## config.mk

```make
export PLATFORM = sky130hd
export DESIGN_NAME = dial_coprocessor_v2
export DESIGN_NICKNAME = d
export VERILOG_FILES = /design/src/rtl/dial_coprocessor_v2.sv
export SDC_FILE = /design/constraint.sdc
export NUM_CORES = 1
export LEC_CHECK = 0
export ABC_AREA = 0
export CORE_MARGIN = 1.5
export CORE_UTILIZATION = 45
export CTS_BUF_LIST = sky130_fd_sc_hd__clkbuf_8
export DETAILED_ROUTE_END_ITERATION = 10
export PLACE_DENSITY = 0.67
export SETUP_SLACK_MARGIN = 0.15
export SKIP_CTS_REPAIR_TIMING = 1
export SYNTH_ARGS = -nofsm -noshare
export SYNTH_HDL_FRONTEND = slang
export SYNTH_SLANG_ARGS = --single-unit
```

## constraint.sdc

```tcl
create_clock -name clk -period 10.45 [get_ports clk]
set_input_delay 1.045 -clock clk [delete_from_list [all_inputs] [get_ports clk]]
set_output_delay 1.045 -clock clk [all_outputs]
set_load 0.005 [all_outputs]
```

## src/rtl/dial_coprocessor_v2.sv

```systemverilog
`timescale 1ns/1ps
`default_nettype none
// ============================================================================
// Module   : dial_coprocessor_v2
// Purpose  : FIFO-buffered dial-rotation engine counting zero landings and
//            zero passes. Optional saturating counters: DIAL_COPROC_SAT_EN.
// Revision : 2.0 - initial release
// ============================================================================
module dial_coprocessor_v2 #(
    parameter int WIDTH_DIN     = 128,
    parameter int WIDTH_DOUT    = 128,
    parameter int WIDTH_COMPUTE = 32,
    parameter int DIAL_SIZE     = 100,
    parameter int START_POS     = 50,
    parameter int FIFO_DEPTH    = 4
) (
    input  logic                  clk,
    input  logic                  rst_n,
    input  logic [WIDTH_DIN-1:0]  din,
    input  logic                  din_valid,
    output logic                  din_ready,
    input  logic                  clear,
    input  logic [2:0]            sel,
    output logic [WIDTH_DOUT-1:0] dout,
    output logic                  dout_valid,
    output logic                  busy
);
    localparam int                   c_wc      = WIDTH_COMPUTE;
    localparam int                   c_aw      = $clog2(FIFO_DEPTH);
    localparam logic signed [c_wc:0] c_mod     = (c_wc+1)'(DIAL_SIZE);
    localparam logic [c_wc-1:0]      c_start   = c_wc'(START_POS);
    localparam logic [c_wc-1:0]      c_one     = c_wc'(1);
    localparam logic [c_aw:0]        c_ptr_one = (c_aw+1)'(1);

    typedef enum logic [1:0] {
        S_IDLE   = 2'd0,
        S_LOAD   = 2'd1,
        S_REDUCE = 2'd2,
        S_COMMIT = 2'd3
    } state_t;

    function automatic logic [c_wc-1:0] f_add(input logic [c_wc-1:0] a, input logic [c_wc-1:0] b);
`ifdef DIAL_COPROC_SAT_EN
        logic [c_wc:0] s;
        s = {1'b0, a} + {1'b0, b};
        return s[c_wc] ? '1 : s[c_wc-1:0];
`else
        return a + b;
`endif
    endfunction

`ifdef DIAL_COPROC_SAT_EN
    function automatic logic f_carry(input logic [c_wc-1:0] a, input logic [c_wc-1:0] b);
        logic [c_wc:0] s;
        s = {1'b0, a} + {1'b0, b};
        return s[c_wc];
    endfunction

    logic ovf_q, ovf_d;
`endif

    state_t                 state_q, state_d;
    logic [c_wc-1:0]        mem_q [FIFO_DEPTH];
    logic [c_aw:0]          wr_ptr_q, wr_ptr_d, rd_ptr_q, rd_ptr_d;
    logic [c_wc-1:0]        rot_q, rot_d;
    logic signed [c_wc:0]   sum_q, sum_d;
    logic [c_wc-1:0]        acc_q, acc_d;
    logic                   neg_q, neg_d, pzero_q, pzero_d;
    logic [c_wc-1:0]        pos_q, pos_d, land_q, land_d, pass_q, pass_d, last_q, last_d;
    logic                   valid_q, valid_d;

    logic                   w_full, w_empty, w_push, w_zero;
    logic [c_aw:0]          w_level;
    logic [c_wc-1:0]        w_zext, w_passes;
    logic                   w_unused_din;

    assign w_unused_din = ^din[WIDTH_DIN-1:c_wc];
    assign w_level      = wr_ptr_q - rd_ptr_q;
    assign w_empty      = (wr_ptr_q == rd_ptr_q);
    assign w_full       = (w_level == (c_aw+1)'(FIFO_DEPTH));
    assign din_ready    = rst_n && !clear && !w_full;
    assign w_push       = din_valid && din_ready;
    assign busy         = (state_q != S_IDLE) || !w_empty;
    assign dout_valid   = valid_q;
    assign w_zero       = (sum_q == '0);
    assign w_zext       = {{(c_wc-1){1'b0}}, w_zero};

    // Per-step wrap count corrected to the arithmetic pass definition for
    // negative rotations, where the landing on zero itself decides the edge case.
    always_comb begin
        w_passes = acc_q;
        if (neg_q && pzero_q) begin
            w_passes = acc_q - c_one + w_zext;
`ifdef DIAL_COPROC_SAT_EN
            if (acc_q == '1) w_passes = acc_q;
`endif
        end else if (neg_q) begin
            w_passes = f_add(acc_q, w_zext);
        end
    end

    always_comb begin
        state_d  = state_q;
        wr_ptr_d = wr_ptr_q;
        rd_ptr_d = rd_ptr_q;
        rot_d    = rot_q;
        sum_d    = sum_q;
        acc_d    = acc_q;
        neg_d    = neg_q;
        pzero_d  = pzero_q;
        pos_d    = pos_q;
        land_d   = land_q;
        pass_d   = pass_q;
        last_d   = last_q;
        valid_d  = 1'b0;
`ifdef DIAL_COPROC_SAT_EN
        ovf_d    = ovf_q;
`endif
        if (w_push) wr_ptr_d = wr_ptr_q + c_ptr_one;

        case (state_q)
            S_IDLE: begin
                if (!w_empty) begin
                    rot_d    = mem_q[rd_ptr_q[c_aw-1:0]];
                    rd_ptr_d = rd_ptr_q + c_ptr_one;
                    state_d  = S_LOAD;
                end
            end
            S_LOAD: begin
                sum_d   = $signed({1'b0, pos_q}) + $signed({rot_q[c_wc-1], rot_q});
                acc_d   = '0;
                neg_d   = rot_q[c_wc-1];
                pzero_d = (pos_q == '0);
                state_d = S_REDUCE;
            end
            S_REDUCE: begin
                if (sum_q[c_wc] || (sum_q >= c_mod)) begin
                    sum_d = sum_q[c_wc] ? (sum_q + c_mod) : (sum_q - c_mod);
                    acc_d = f_add(acc_q, c_one);
`ifdef DIAL_COPROC_SAT_EN
                    if (f_carry(acc_q, c_one)) ovf_d = 1'b1;
`endif
                end else begin
                    state_d = S_COMMIT;
                end
            end
            S_COMMIT: begin
                pos_d   = sum_q[c_wc-1:0];
                land_d  = f_add(land_q, w_zext);
                pass_d  = f_add(pass_q, w_passes);
                last_d  = w_passes;
                valid_d = 1'b1;
                state_d = S_IDLE;
`ifdef DIAL_COPROC_SAT_EN
                if (f_carry(land_q, w_zext) || f_carry(pass_q, w_passes)) ovf_d = 1'b1;
`endif
            end
            default: state_d = S_IDLE;
        endcase

        if (clear) begin
            state_d  = S_IDLE;
            wr_ptr_d = '0;
            rd_ptr_d = '0;
            pos_d    = c_start;
            land_d   = '0;
            pass_d   = '0;
            last_d   = '0;
            valid_d  = 1'b0;
`ifdef DIAL_COPROC_SAT_EN
            ovf_d    = 1'b0;
`endif
        end
    end

    always_ff @(posedge clk) begin
        if (!rst_n) begin
            state_q  <= S_IDLE;
            wr_ptr_q <= '0;
            rd_ptr_q <= '0;
            rot_q    <= '0;
            sum_q    <= '0;
            acc_q    <= '0;
            neg_q    <= 1'b0;
            pzero_q  <= 1'b0;
            pos_q    <= c_start;
            land_q   <= '0;
            pass_q   <= '0;
            last_q   <= '0;
            valid_q  <= 1'b0;
`ifdef DIAL_COPROC_SAT_EN
            ovf_q    <= 1'b0;
`endif
        end else begin
            state_q  <= state_d;
            wr_ptr_q <= wr_ptr_d;
            rd_ptr_q <= rd_ptr_d;
            rot_q    <= rot_d;
            sum_q    <= sum_d;
            acc_q    <= acc_d;
            neg_q    <= neg_d;
            pzero_q  <= pzero_d;
            pos_q    <= pos_d;
            land_q   <= land_d;
            pass_q   <= pass_d;
            last_q   <= last_d;
            valid_q  <= valid_d;
`ifdef DIAL_COPROC_SAT_EN
            ovf_q    <= ovf_d;
`endif
        end
    end

    always_ff @(posedge clk) begin
        if (w_push) mem_q[wr_ptr_q[c_aw-1:0]] <= din[c_wc-1:0];
    end

    always_comb begin
        dout = '0;
        case (sel)
            3'd0: dout = {{(WIDTH_DOUT-c_wc){pos_q[c_wc-1]}}, pos_q};
            3'd1: dout = WIDTH_DOUT'(land_q);
            3'd2: dout = WIDTH_DOUT'(pass_q);
            3'd3: dout = WIDTH_DOUT'(last_q);
            3'd4: dout = WIDTH_DOUT'({w_level, busy});
`ifdef DIAL_COPROC_SAT_EN
            3'd7: dout = WIDTH_DOUT'(ovf_q);
`endif
            default: dout = '0;
        endcase
    end

endmodule
`default_nettype wire
```

## Yosys cells after proc, flatten, opt, wreduce, memory -nomap -nowiden

Memory sizes are Yosys's and may differ from the RTL's. A register that Yosys moved wholly into a read port is not among the register bits.
Index checks and enable logic that the tools add are counted.

| word-level totals | value |
|---|---|
| memory bits (read-only) | 0 |
| bits in writable memories | 128 |
| memories | 1 |
| bits in registers | 204 |
| word-level logic and storage cells | 74 |
| bits in latches | 0 |
| input bits | 135 |
| output and inout port bits | 131 |

Memories:

| name | words | width | read ports | clocked after memory_dff | write ports | line | RTL |
|---|---|---|---|---|---|---|---|
| mem_q | 4 | 32 | 1 | 1 | 1 | 63 | `logic [c_wc-1:0] mem_q [FIFO_DEPTH];` |

| cells by class | value |
|---|---|
| add/sub/neg operators | 12 |
| divide/modulo/power cells | 0 |
| reductions and logical operators | 20 |
| shift operators | 0 |
| muxes and demuxes | 14 |
| bitwise logic cells | 2 |
| equal/unequal tests | 12 |
| order comparisons | 1 |
| multiply operators | 0 |

Operator list:

| operator | count |
|---|---|
| $pmux 128 s5 | 1 |
| $add 32x1->32 | 3 |
| $mux 32 | 3 |
| $mux 33 | 2 |
| $pmux 33 s2 | 1 |
| $pmux 32 s2 | 1 |
| $add 33x32->33 | 1 |
| $add 33x8->33 const B | 1 |
| $ge 33x8->1 const B | 1 |
| $logic_not 33->1 | 1 |
| $sub 33x8->33 const B | 1 |
| $add 32x1->32 const B | 1 |
| $add 32x32->32 | 1 |
| $logic_not 32->1 | 1 |
| $sub 32x1->32 const B | 1 |
| $pmux 2 s4 | 1 |
| $add 3x1->3 const B | 2 |
| $eq 3x2->1 const B | 2 |
| $eq 3x3->1 const B | 2 |
| $ne 2x2->1 const B | 3 |
| $reduce_and 2->1 | 3 |
| $eq 2x2->1 const B | 2 |
| $logic_and 1x1->1 | 4 |
| $logic_not 1->1 | 4 |
| other kinds (12) | 18 |

## Longest topological paths before layout

| depth | value |
|---|---|
| word-level depth | 7 |
| mapped depth | 27 |
| mapped depth without buffers | 24 |

## Worst setup path after synthesis

OpenSTA, ideal clock, no wires.

| timing | value |
|---|---|
| path kind | register -> register |
| start point | register sum_q[9] |
| end point | register pass_q[31] |
| cell stages (with the launch flop) | 28 |
| slack | 4,737 ps |
| setup time | 64 ps |
| clock period less this slack | 5,713 ps |
| arrival time | 5,649 ps |
| path buffers | 3 |
| data required time | 10,386 ps |
| cell sequence | dfxtp_1 buf_6 or4_4 or4b_4 buf_6 nor2_1 nand2_1 or3_1 inv_1 ha_1 ha_1 nor2b_1 nand3_1 or2_2 o31ai_1 o21a_1 xor2_1 ha_1 clkbuf_1 a21o_1 a21o_1 a21o_1 a21oi_1 o21ai_0 nor2b_1 a221oi_1 mux2_2 nand4_1 |

| between the ends | value |
|---|---|
| word-level cells in the longest chain between the ends | 5 |
| elaborated cells between the ends (all ways) | 6 |
| those cells by class | add/sub (3); mux (2); reduce/logical (1) |

RTL lines:

| what | line | RTL |
|---|---|---|
| start: declaration | 66 | `logic signed [c_wc:0] sum_q, sum_d;` |
| start signal: assignment | 199 | `sum_q <= sum_d;` |
| $logic_not 33->1 (*) | 85 | `assign w_zero = (sum_q == '0);` |
| $add 32x1->32 | 48 | `return a + b;` |
| $mux 32 | 97 | `end else if (neg_q) begin` |
| $mux 32 (*) | 92 | `if (neg_q && pzero_q) begin` |
| named net w_passes[22] | 74 | `logic [c_wc-1:0] w_zext, w_passes;` |
| $add 32x32->32 (*) | 48 |  |
| end signal: assignment | 205 | `pass_q <= pass_d;` |
| end: declaration | 69 | `logic [c_wc-1:0] pos_q, pos_d, land_q, land_d, pass_q, pass_d, last_q, last_d;` |

Mark *: on every way through the listed nets, which the timed path passes. The rest lies on a longest branch.
A chain may end at the register's enable or synchronous reset.

## Worst setup path in the final report

| timing | value |
|---|---|
| start point | register sum_q[8] |
| end point | register pass_q[31] |

The elaborated chain is that of the path after synthesis.

==> results.md <==
- FF+latch count, synth: 364
- DP HPWL: 42.1 mm
- Min-delay worst type: register to register
- Die width: 218 um
- Final ANT Viol Nets: 0
- Syn Nets: 2492
- Gr ovfl total: 0
- Setup TNS: 0 ns
- Critical Path RT: 11.03 ns
- RSZ-0062 raised after global routing: false
- Worst-case clock buffer depth: 3
- Area added between synthesis and finish: 12.7%
- Period utilization: 0.679
- Final Hold Viols: 0
- Largest family of logic cells by synthesized area: simple AND/OR/NAND/NOR gates
- Fin. max-slew vios: 0
- Cell Rows: 78
- CTS Sinks: 364
- Syn Area/Cell: 9.22 um^2
- Arr. time, crit path: 7.67 ns
- Pin count of the biggest net entering global routing: 97
- Final GP Congestion: 0.939
- Cell area after layout: 0.0235 mm^2
- Routed via count: 17304
- N_diodes: 0
- Post-synthesis mux area share: 0.0756
- Die height: 218 um
- First-pass GRT wire length: 92.7 mm
- H-tree levels: 3
- Total CTS buffers: 66
- Setup-failing EPs final: 0
- Rel. slew slack: 0.267
- Wire per inst: 20.1 um
- Status: finished clean
- Pleak: 8.47 nW
- Worst Tran Pin Value: 1.10 ns
- Initial Util: 0.458
- DRT iter0 DRCs: 1510
- Synth Area in Simple Gates: 0.178
- Worst VDD drop: 0.131 mV
- Clk_lat worst skew: 0.66 ns
- Tmin final: 7.09 ns
- Post-synth EDFFs: 128
- Seq/Total Area, Yosys: 0.410
- Fraction of the mapped netlist area in compound gates: 0.159
- Initial antenna violation count: 1
- Synth top area cells: dfxtp_1, edfxtp_1, ha_1
- Crit Path Max Fanout: 11
- Synth async-reset ratio: 0
- CTS tree: built
- Mapped Cells: 2267
- Worst setup EP type: register
- Post-Synth Adder-Cell Area: 0.0550
- Number of global-route vias before repair: 16324
- Post-synth cell types: 80
- Via/cell ratio: 5.88
- FMAX: 141 MHz
- Dpl cell area: 0.0223 mm^2
- WS Path Type: register to register
- Synth Area in XOR/XNOR: 0.0549
- Root buffer cell: clkbuf_8
- P per Cell Area: 127 mW/mm^2
- Pre-antenna DRT Iters: 5
- Max_cap viols: 0
- Setup Skew: 0.0470 ns
- IO buf count: 169
- Drt total wl: 59.2 mm
- Yosys top cell by area: dfxtp_1
- Ports: 266
- Warnings from Yosys: 0
- Critical Path Start Type: register
- Post-synth top flop: dfxtp_1
- Overall routing resource usage: 0.248
- NumNets Final: 2524
- Post-Syn Area: 0.0209 mm^2
- Synth top area share: 0.226
- Layout filler cell count: 4165
- DRC violations left: 0
- Layout cells sized above 1: 0.0811
- Core area: 0.0456 mm^2
- CTS clk-pin slew, worst paths: 0.06 ns
- Die ar.: 0.0477 mm^2
## synth_stat cells (5+ instances only)
cell type	instances
nor2_1	241
dfxtp_1	236
nand2_1	223
a21oi_1	154
edfxtp_1	128
clkbuf_1	116
buf_4	95
ha_1	87
mux2i_1	78
o21ai_0	78
nand3_1	76
xnor2_1	71
xor2_1	60
nor3_1	51
inv_1	46
a21o_1	44
mux4_2	33
nand4_1	33
or3_1	30
a221o_1	28
a22o_1	28
a31oi_1	26
and3_1	26
nor4_1	21
o22ai_1	19
buf_1	16
o21a_1	15
nor2b_1	14
nand2b_1	13
a211oi_1	12
a22oi_1	11
o211ai_1	11
and4_1	10
o21bai_1	10
and2_1	9
o31ai_1	9
or2_2	9
or4_1	8
nor3b_1	6
a211o_1	5
mux2_2	5
nor4b_1	5
## registers in the layout (all words and copies together), names as in the netlist, 2 cells and up
| register | cells |
|---|---|
| rot_q | 32 |
| sum_q | 33 |
| wr_ptr_q | 3 |
| acc_q | 32 |
| rd_ptr_q | 3 |
| mem_q | 128 |
| last_q | 32 |
| pos_q | 32 |
| pass_q | 32 |
| land_q | 32 |
| state_q | 2 |
## cell usage in the layout (no fill, tap or decap), types with 15 or more instances in the layout
master | netlist | final
nand4_1 | 33 | 33
ha_1 | 87 | 85
dfxtp_1 | 236 | 235
o21ai_0 | 78 | 78
or3_1 | 30 | 30
o22ai_1 | 19 | 19
a21o_1 | 44 | 44
mux4_2 | 33 | 33
a221o_1 | 28 | 28
nand3_1 | 76 | 76
edfxtp_1 | 128 | 128
a31oi_1 | 26 | 26
o21a_1 | 15 | 15
clkdlybuf4s50_1 | 0 | 169
nand2_1 | 223 | 223
nor2_1 | 241 | 240
mux2i_1 | 78 | 78
xor2_1 | 60 | 60
nor3_1 | 51 | 51
a21oi_1 | 154 | 154
buf_4 | 95 | 26
a22o_1 | 28 | 28
inv_1 | 46 | 63
xnor2_1 | 71 | 71
and3_1 | 26 | 26
clkbuf_8 | 0 | 75
nor4_1 | 21 | 21
## path summary, 6_finish.rpt
path | startpoint | endpoint | slack (ns) | cells past startpoint
max reg2reg | sum_q[8] | pass_q[31] | 3.36 | 22
max | sum_q[8] | pass_q[31] | 3.36 | 22
min | rot_q[18] | rot_q[18] | 0.46 | 2
min reg2reg | rot_q[18] | rot_q[18] | 0.46 | 2
## cell type report
type | count | area [um^2] | area share
Timing Repair Buffer | 195 | 1890 | 0.0801
Multi-Input combinational cell | 1626 | 10900 | 0.465
Clock buffer | 75 | 1030 | 0.0438
Clock inverter | 37 | 190 | 0.00808
Inverter | 46 | 173 | 0.00733
Tap cell | 600 | 751 | 0.0319
Sequential cell | 364 | 8570 | 0.364
## cell families (layout without fill, tap and decap cells)
family,after synthesis,after routing
flops,364,364
fa+ha+maj,90,90
simple gates,788,788
xor+xnor,131,131
buf+inv,277,353
mux,116,116
compound gates,501,501
## routing by layer
| metal | vias to the layer above | part of all wire | GRT usage |
|---|---|---|---|
| met4 | 0 | 0.027 | 0.0924 |
| met1 | 8373 | 0.46 | 0.347 |
| met2 | 615 | 0.45 | 0.384 |
| met3 | 89 | 0.061 | 0.0392 |
| met5 | - | 0 | 0 |
| li1 | 8227 | - | - |
## critical path: stages (launching register included)
cell and delay (ns):
dfxtp_1 0.40, or4_4 0.59, or4b_4 0.58, nor2_1 0.18, nand2_1 0.12, or3_1 0.46, inv_1 0.14, ha_1 0.19
ha_1 0.14, nor2b_1 0.20, nand3_1 0.31, o21ai_0 0.32, xor2_1 0.43, ha_1 0.28, and4_1 0.22, nand2_1 0.06
o31ai_1 0.45, nor3_1 0.19, o31ai_1 0.83, a21o_1 0.32, a221oi_1 0.15, or3_1 0.37, nand4_1 0.09
## stage by stage
step                setup slack [ns]  power, mW  hold WS (ns)  cells   util
detailed placement              3.62       1.75         0.453   2831  0.490
CTS                             3.57       3.03         0.461   2943  0.517
finish                          3.36       3.00         0.458   2943  0.517
global placement                3.65       1.75         0.450   2831  0.490
floorplan                       4.74       1.67         0.441   2267      -
global route                    3.08       3.12         0.483   2943  0.517
## where the power goes
group          leakage [nW]  internal [mW]  switching, mW  total, mW
Sequential             3.06           1.48         0.0134       1.49
Combinational          4.71         0.0830          0.149      0.232
Clock                 0.704          0.661          0.614       1.27
Total                  8.47           2.22          0.776       3.00
Note: power is estimated with default switching activity, not from simulation.
